## src/rtl/store_rmw_ctrl.sv

```systemverilog
// Read-modify-write sequencer for byte/halfword stores into a word-only data memory.
// Full-word stores write directly; misaligned or unknown stores are rejected without touching memory.

`ifndef STORE_SB
`define STORE_SB 2'b00
`endif
`ifndef STORE_SH
`define STORE_SH 2'b01
`endif
`ifndef STORE_SW
`define STORE_SW 2'b10
`endif

module store_rmw_ctrl #(
   parameter int RD_LAT = 1,
   parameter int ADDR_W = 32
) (
   input  logic              cpu_clk,
   input  logic              cpu_rst_n,
   input  logic              req_valid,
   output logic              req_ready,
   input  logic [ADDR_W-1:0] req_addr,
   input  logic [31:0]       req_wdata,
   input  logic [1:0]        req_op,
   output logic [ADDR_W-1:0] mem_addr,
   output logic              mem_ren,
   input  logic [31:0]       mem_rdata,
   output logic              mem_wen,
   output logic [31:0]       mem_wdata,
   output logic              done,
   output logic              misalign_err,
   output logic              busy
);

   typedef enum logic [1:0] {IDLE, READ, WAIT, WRITE} state_t;

   state_t      state;
   logic [2:0]  cnt;
   logic [1:0]  op_q;
   logic [1:0]  shift_q;
   logic [15:0] wdata_q;
   logic        misaligned;
   logic [31:0] merged;

   always_comb begin
      misaligned = 1'b0;
      case (req_op)
         `STORE_SB: misaligned = 1'b0;
         `STORE_SH: misaligned = req_addr[0];
         `STORE_SW: misaligned = (req_addr[1:0] != 2'b00);
         default:   misaligned = 1'b1;
      endcase
   end

   // Only SB and SH ever reach the merge, so anything that is not SB is a halfword.
   always_comb begin
      merged = mem_rdata;
      if (op_q == `STORE_SB) begin
         merged[{shift_q, 3'b000} +: 8] = wdata_q[7:0];
      end else begin
         merged[{shift_q[1], 4'b0000} +: 16] = wdata_q;
      end
   end

   always_ff @(posedge cpu_clk or negedge cpu_rst_n) begin
      if (!cpu_rst_n) begin
         state        <= IDLE;
         cnt          <= '0;
         op_q         <= '0;
         shift_q      <= '0;
         wdata_q      <= '0;
         req_ready    <= 1'b1;
         mem_addr     <= '0;
         mem_ren      <= 1'b0;
         mem_wen      <= 1'b0;
         mem_wdata    <= '0;
         done         <= 1'b0;
         misalign_err <= 1'b0;
         busy         <= 1'b0;
      end else begin
         mem_ren      <= 1'b0;
         mem_wen      <= 1'b0;
         done         <= 1'b0;
         misalign_err <= 1'b0;
         case (state)
            IDLE: begin
               if (req_valid && req_ready) begin
                  op_q    <= req_op;
                  shift_q <= req_addr[1:0];
                  wdata_q <= req_wdata[15:0];
                  if (misaligned) begin
                     misalign_err <= 1'b1;
                  end else begin
                     mem_addr  <= {req_addr[ADDR_W-1:2], 2'b00};
                     busy      <= 1'b1;
                     req_ready <= 1'b0;
                     if (req_op == `STORE_SW) begin
                        state     <= WRITE;
                        mem_wen   <= 1'b1;
                        done      <= 1'b1;
                        mem_wdata <= req_wdata;
                     end else begin
                        state   <= READ;
                        mem_ren <= 1'b1;
                     end
                  end
               end
            end
            READ: begin
               state <= WAIT;
               cnt   <= 3'(RD_LAT);
            end
            // Read data is valid in the cycle where the count has run down to one.
            WAIT: begin
               if (cnt == 3'd1) begin
                  mem_wdata <= merged;
                  mem_wen   <= 1'b1;
                  done      <= 1'b1;
                  cnt       <= '0;
                  state     <= WRITE;
               end else begin
                  cnt <= cnt - 3'd1;
               end
            end
            WRITE: begin
               state     <= IDLE;
               mem_addr  <= '0;
               mem_wdata <= '0;
               busy      <= 1'b0;
               req_ready <= 1'b1;
            end
            default: state <= IDLE;
         endcase
      end
   end

endmodule

```

## config.mk

```make
export PLATFORM = sky130hd
export DESIGN_NAME = store_rmw_ctrl
export DESIGN_NICKNAME = d
export VERILOG_FILES = /design/src/rtl/store_rmw_ctrl.sv
export SDC_FILE = /design/constraint.sdc
export NUM_CORES = 1
export LEC_CHECK = 0
export ABC_AREA = 0
export CORE_MARGIN = 10
export CORE_UTILIZATION = 42
export DETAILED_ROUTE_END_ITERATION = 7
export PLACE_DENSITY_LB_ADDON = 0.05
export SYNTH_ARGS = -nofsm -noshare
export SYNTH_HDL_FRONTEND = slang
export SYNTH_SLANG_ARGS = --single-unit
```

## constraint.sdc

```tcl
create_clock -name cpu_clk -period 2.1 [get_ports cpu_clk]
set_clock_uncertainty 0.05 [all_clocks]
set_input_delay 0.315 -clock cpu_clk [delete_from_list [all_inputs] [get_ports cpu_clk]]
set_output_delay 0.315 -clock cpu_clk [all_outputs]
set_load 0.03 [all_outputs]
```

==> results.md <==
- GPL Wtd Cong: about 0.85
- CTS sink count: 92
- CTS tree: done
- Post-synthesis sequential area ratio: 46.00%
- First-pass GRT wire length: 25090 um
- # port buffers: roughly 170
- Worst R2R End: mem_wdata[10]$_DFFE_PN0P_
- Mux cell area share after synthesis: between 20% and 30%
- Yosys warning count: 0
- Reg2reg start: shift_q[1]$_DFFE_PN0P_
- Synth Area in Adders: between 2 and 3%
- Routed Antenna Nets: 0
- Critical path class: flop to flop
- CTS Buffer Depth: 2
- FF+latch count, synth: slightly above 90
- Post-synthesis simple-gate area fraction: 5.772%
- Non-filler instance count after layout: between 700 and 800
- Initial drt markers: 321
- Period utilisation layout: 95.24%
- Core area: between 0.01 and 0.015 sq mm
- Most common cell after layout, fill and taps aside: clkdlybuf4s50_1
- # IOs: 171
- Setup tns final: 0 ps
- Slew margin rel.: approximately 65%
- Std-Cell Rows: 39
- Vias per inst: about 5.6
- Final Max Slew Viols: 0
- Mean routed wirelength per cell: about 21 um
- FFs w/ async S/R, synth: 100.0%
- Min cycle time layout: between 1500 and 2000 ps
- Drt pass-1 iters: 4
- Fmax achieved: 500.0 MHz
- # setup viols final: 0
- Top_reg_cell synth: dfrtp_1
- Die width: 129.2 um
- Syn_area_per_cell: 11.46 sq um
- Share of cells above drive strength 1: approximately 22%
- Commonest non-fill, non-tap cells in the layout: clkdlybuf4s50_1, dfrtp_1, mux2_2, o21ai_0, nand2_1
- Placed insts: 739
- Final wirelength: ~16000 um
- Largest family of logic cells by synthesized area: multiplexers
- Critical Path AT: roughly 2200 ps
- Worst-path fanout max: 8
- Dpl hpwl: roughly 12000 um
- Leak Pwr: 3.180 nW
- Status: finished, final reports clean
- Final Hold Viols: 0
- RSZ-0062 raised after global routing: true
- CP endpoint kind: flop
- CTS root buf: clkbuf_16
- Reg2reg setup slack: around 100 ps
- Post-synth EDFFs: 0
- Req. time, crit path: between 2000 and 2500 ps
- Total number of vias: 4273
- Grt ovf: 0
- Critical Path Sink: mem_wdata[10]$_DFFE_PN0P_
- Number of global-route vias before repair: ~4600
- Gate Count Post-Synth: around 440
- Least-Margin Pin Slew: between 500 and 600 ps
- GR Util All Layers: 19.03%
- Synth Area in XOR/XNOR: 0%
- Skew-Pair Late Insertion Delay: between 300 and 400 ps
- Initial Util: a little over two fifths
- Crit. Startpoint: shift_q[1]$_DFFE_PN0P_
- R2r worst-path depth: 7
- CTS clk-pin slew, worst paths: 70 ps
- Post-route DRC: 0
- Mapped cell area: 0.005007 sq mm
- Final #Nets: 723
- Synth Area in Compound Gates: 18.99%
- Power per cell area: about 1600 mW/mm^2
- H-Tree Depth: 3
- Largest net degree at the start of global routing: 93
- Die area: between 0.015 and 0.02 sq mm
- Startpoint Class: flop
- Final hold slack: around 430 ps
- Antenna cells: 0
- Area Overhead vs Synth: 46.45%
- Initial antenna violation count: 0
- Worst hold-check path type: flop to flop
- Peak VDD IR: 0.9682 mV
- Chip height: 129.2 um
- Max Cap Viol: 0
- Netlist cell types: 36
- CTS buffer count: 9
critical path, cell delays in order (launching register included):
cell,delay [ps]
dfrtp_1,390
inv_1,160
ha_4,250
buf_4,150
and4b_4,240
a221oi_1,300
o21ai_1,90
mux2_4,270
cell families after synthesis:
group,Yosys count
other,1
buffers and inverters,47
AO/OA/AOI/OAI,139
adder cells (fa/ha/maj),12
AND/OR/NAND/NOR,60
multiplexers,86
flip-flops,92
sequential cells by signal, summed over array words and instances (netlist names), 2 cells and up:
name / cells
cnt: 3
mem_addr: 30
mem_wdata: 32
op_q: 2
shift_q: 2
state: 2
wdata_q: 16
metal layers:
| metal | vias to the layer above | routed length [um] | global-route usage (%) |
|---|---|---|---|
| li1 | 1972 | - | - |
| met1 | 2117 | 6909 | 23.29 |
| met2 | 163 | 7713 | 31.13 |
| met3 | 21 | 1288 | 6.321 |
| met4 | 0 | 232 | 5.953 |
| met5 | - | 0 | 0 |
through the flow:
step | power (mW) | worst slack, ps | area, sq um | utilization [%]
2_1_floorplan | 7.742 | -3.857 | 5021 | -
3_3_place_gp | 10.06 | -305.8 | 6957 | 60.15
3_5_place_dp | 10.23 | -405.6 | 6957 | 60.15
4_1_cts | 11.96 | 15.85 | 7284 | 62.99
5_1_grt | 12.68 | -17.91 | 7333 | 63.41
6_report | 11.96 | 100.0 | 7333 | 63.41
area by class of cell:
| cell class | instances | area [sq um] |
|---|---|---|
| Tap cell | 143 | 178.9 |
| Timing Repair Buffer | 197 | 1978 |
| Multi-Input combinational cell | 299 | 2549 |
| Inverter | 11 | 41.29 |
| Clock buffer | 9 | 225.2 |
| Clock inverter | 7 | 57.56 |
| Fill cell | 967 | 4232 |
| Sequential cell | 92 | 2303 |
what timing repair did:
action / in CTS / in global routing
pin swaps: 0 / 1
gates resized for setup: 6 / 5
setup endpoints to repair: 17 / 17
endpoints found under the hold margin: 85 / 0
hold buffers: 1 / 0
buffers inserted: 0 / 2
how the worst min path moves through the flow:
stage / start / end / slack [ps] / cells past startpoint
final: busy$_DFFE_PN0P_ / busy$_DFFE_PN0P_ / 430 / 1
after CTS: busy$_DFFE_PN0P_ / busy$_DFFE_PN0P_ / 440 / 1
after global placement: cpu_rst_n / mem_wdata[18]$_DFFE_PN0P_ / 360 / 2
after global routing: mem_addr[24]$_DFFE_PN0P_ / mem_addr[24]$_DFFE_PN0P_ / 460 / 1
after floorplan: cpu_rst_n / busy$_DFFE_PN0P_ / -30 / 0
after detailed placement: cpu_rst_n / mem_wdata[18]$_DFFE_PN0P_ / 360 / 2
cell usage after synthesis (all sizes together), types with 2 or more instances:
library cell / instances / share of area [%]
nor4bb: 2 / 0.40
ha: 12 / 3.0
nor3: 3 / 0.30
dfrtp: 91 / 45
a22o: 31 / 5.4
a221oi: 32 / 5.6
nor2: 8 / 0.60
nand2: 35 / 2.6
a21oi: 2 / 0.20
buf: 19 / 2.5
mux2: 84 / 21
inv: 11 / 0.82
o21ai: 69 / 6.9
mux2i: 2 / 0.40
clkbuf: 17 / 1.3
nor2b: 6 / 0.90
where the power goes:
| part | switching, mW | total (mW) | leakage [nW] | internal [mW] |
|---|---|---|---|---|
| Sequential | 0.627 | 3.13 | 1.16 | 2.51 |
| Combinational | 3.61 | 7.25 | 1.88 | 3.64 |
| Clock | 0.747 | 1.57 | 0.142 | 0.824 |
Power figures use the tool's default switching activity.
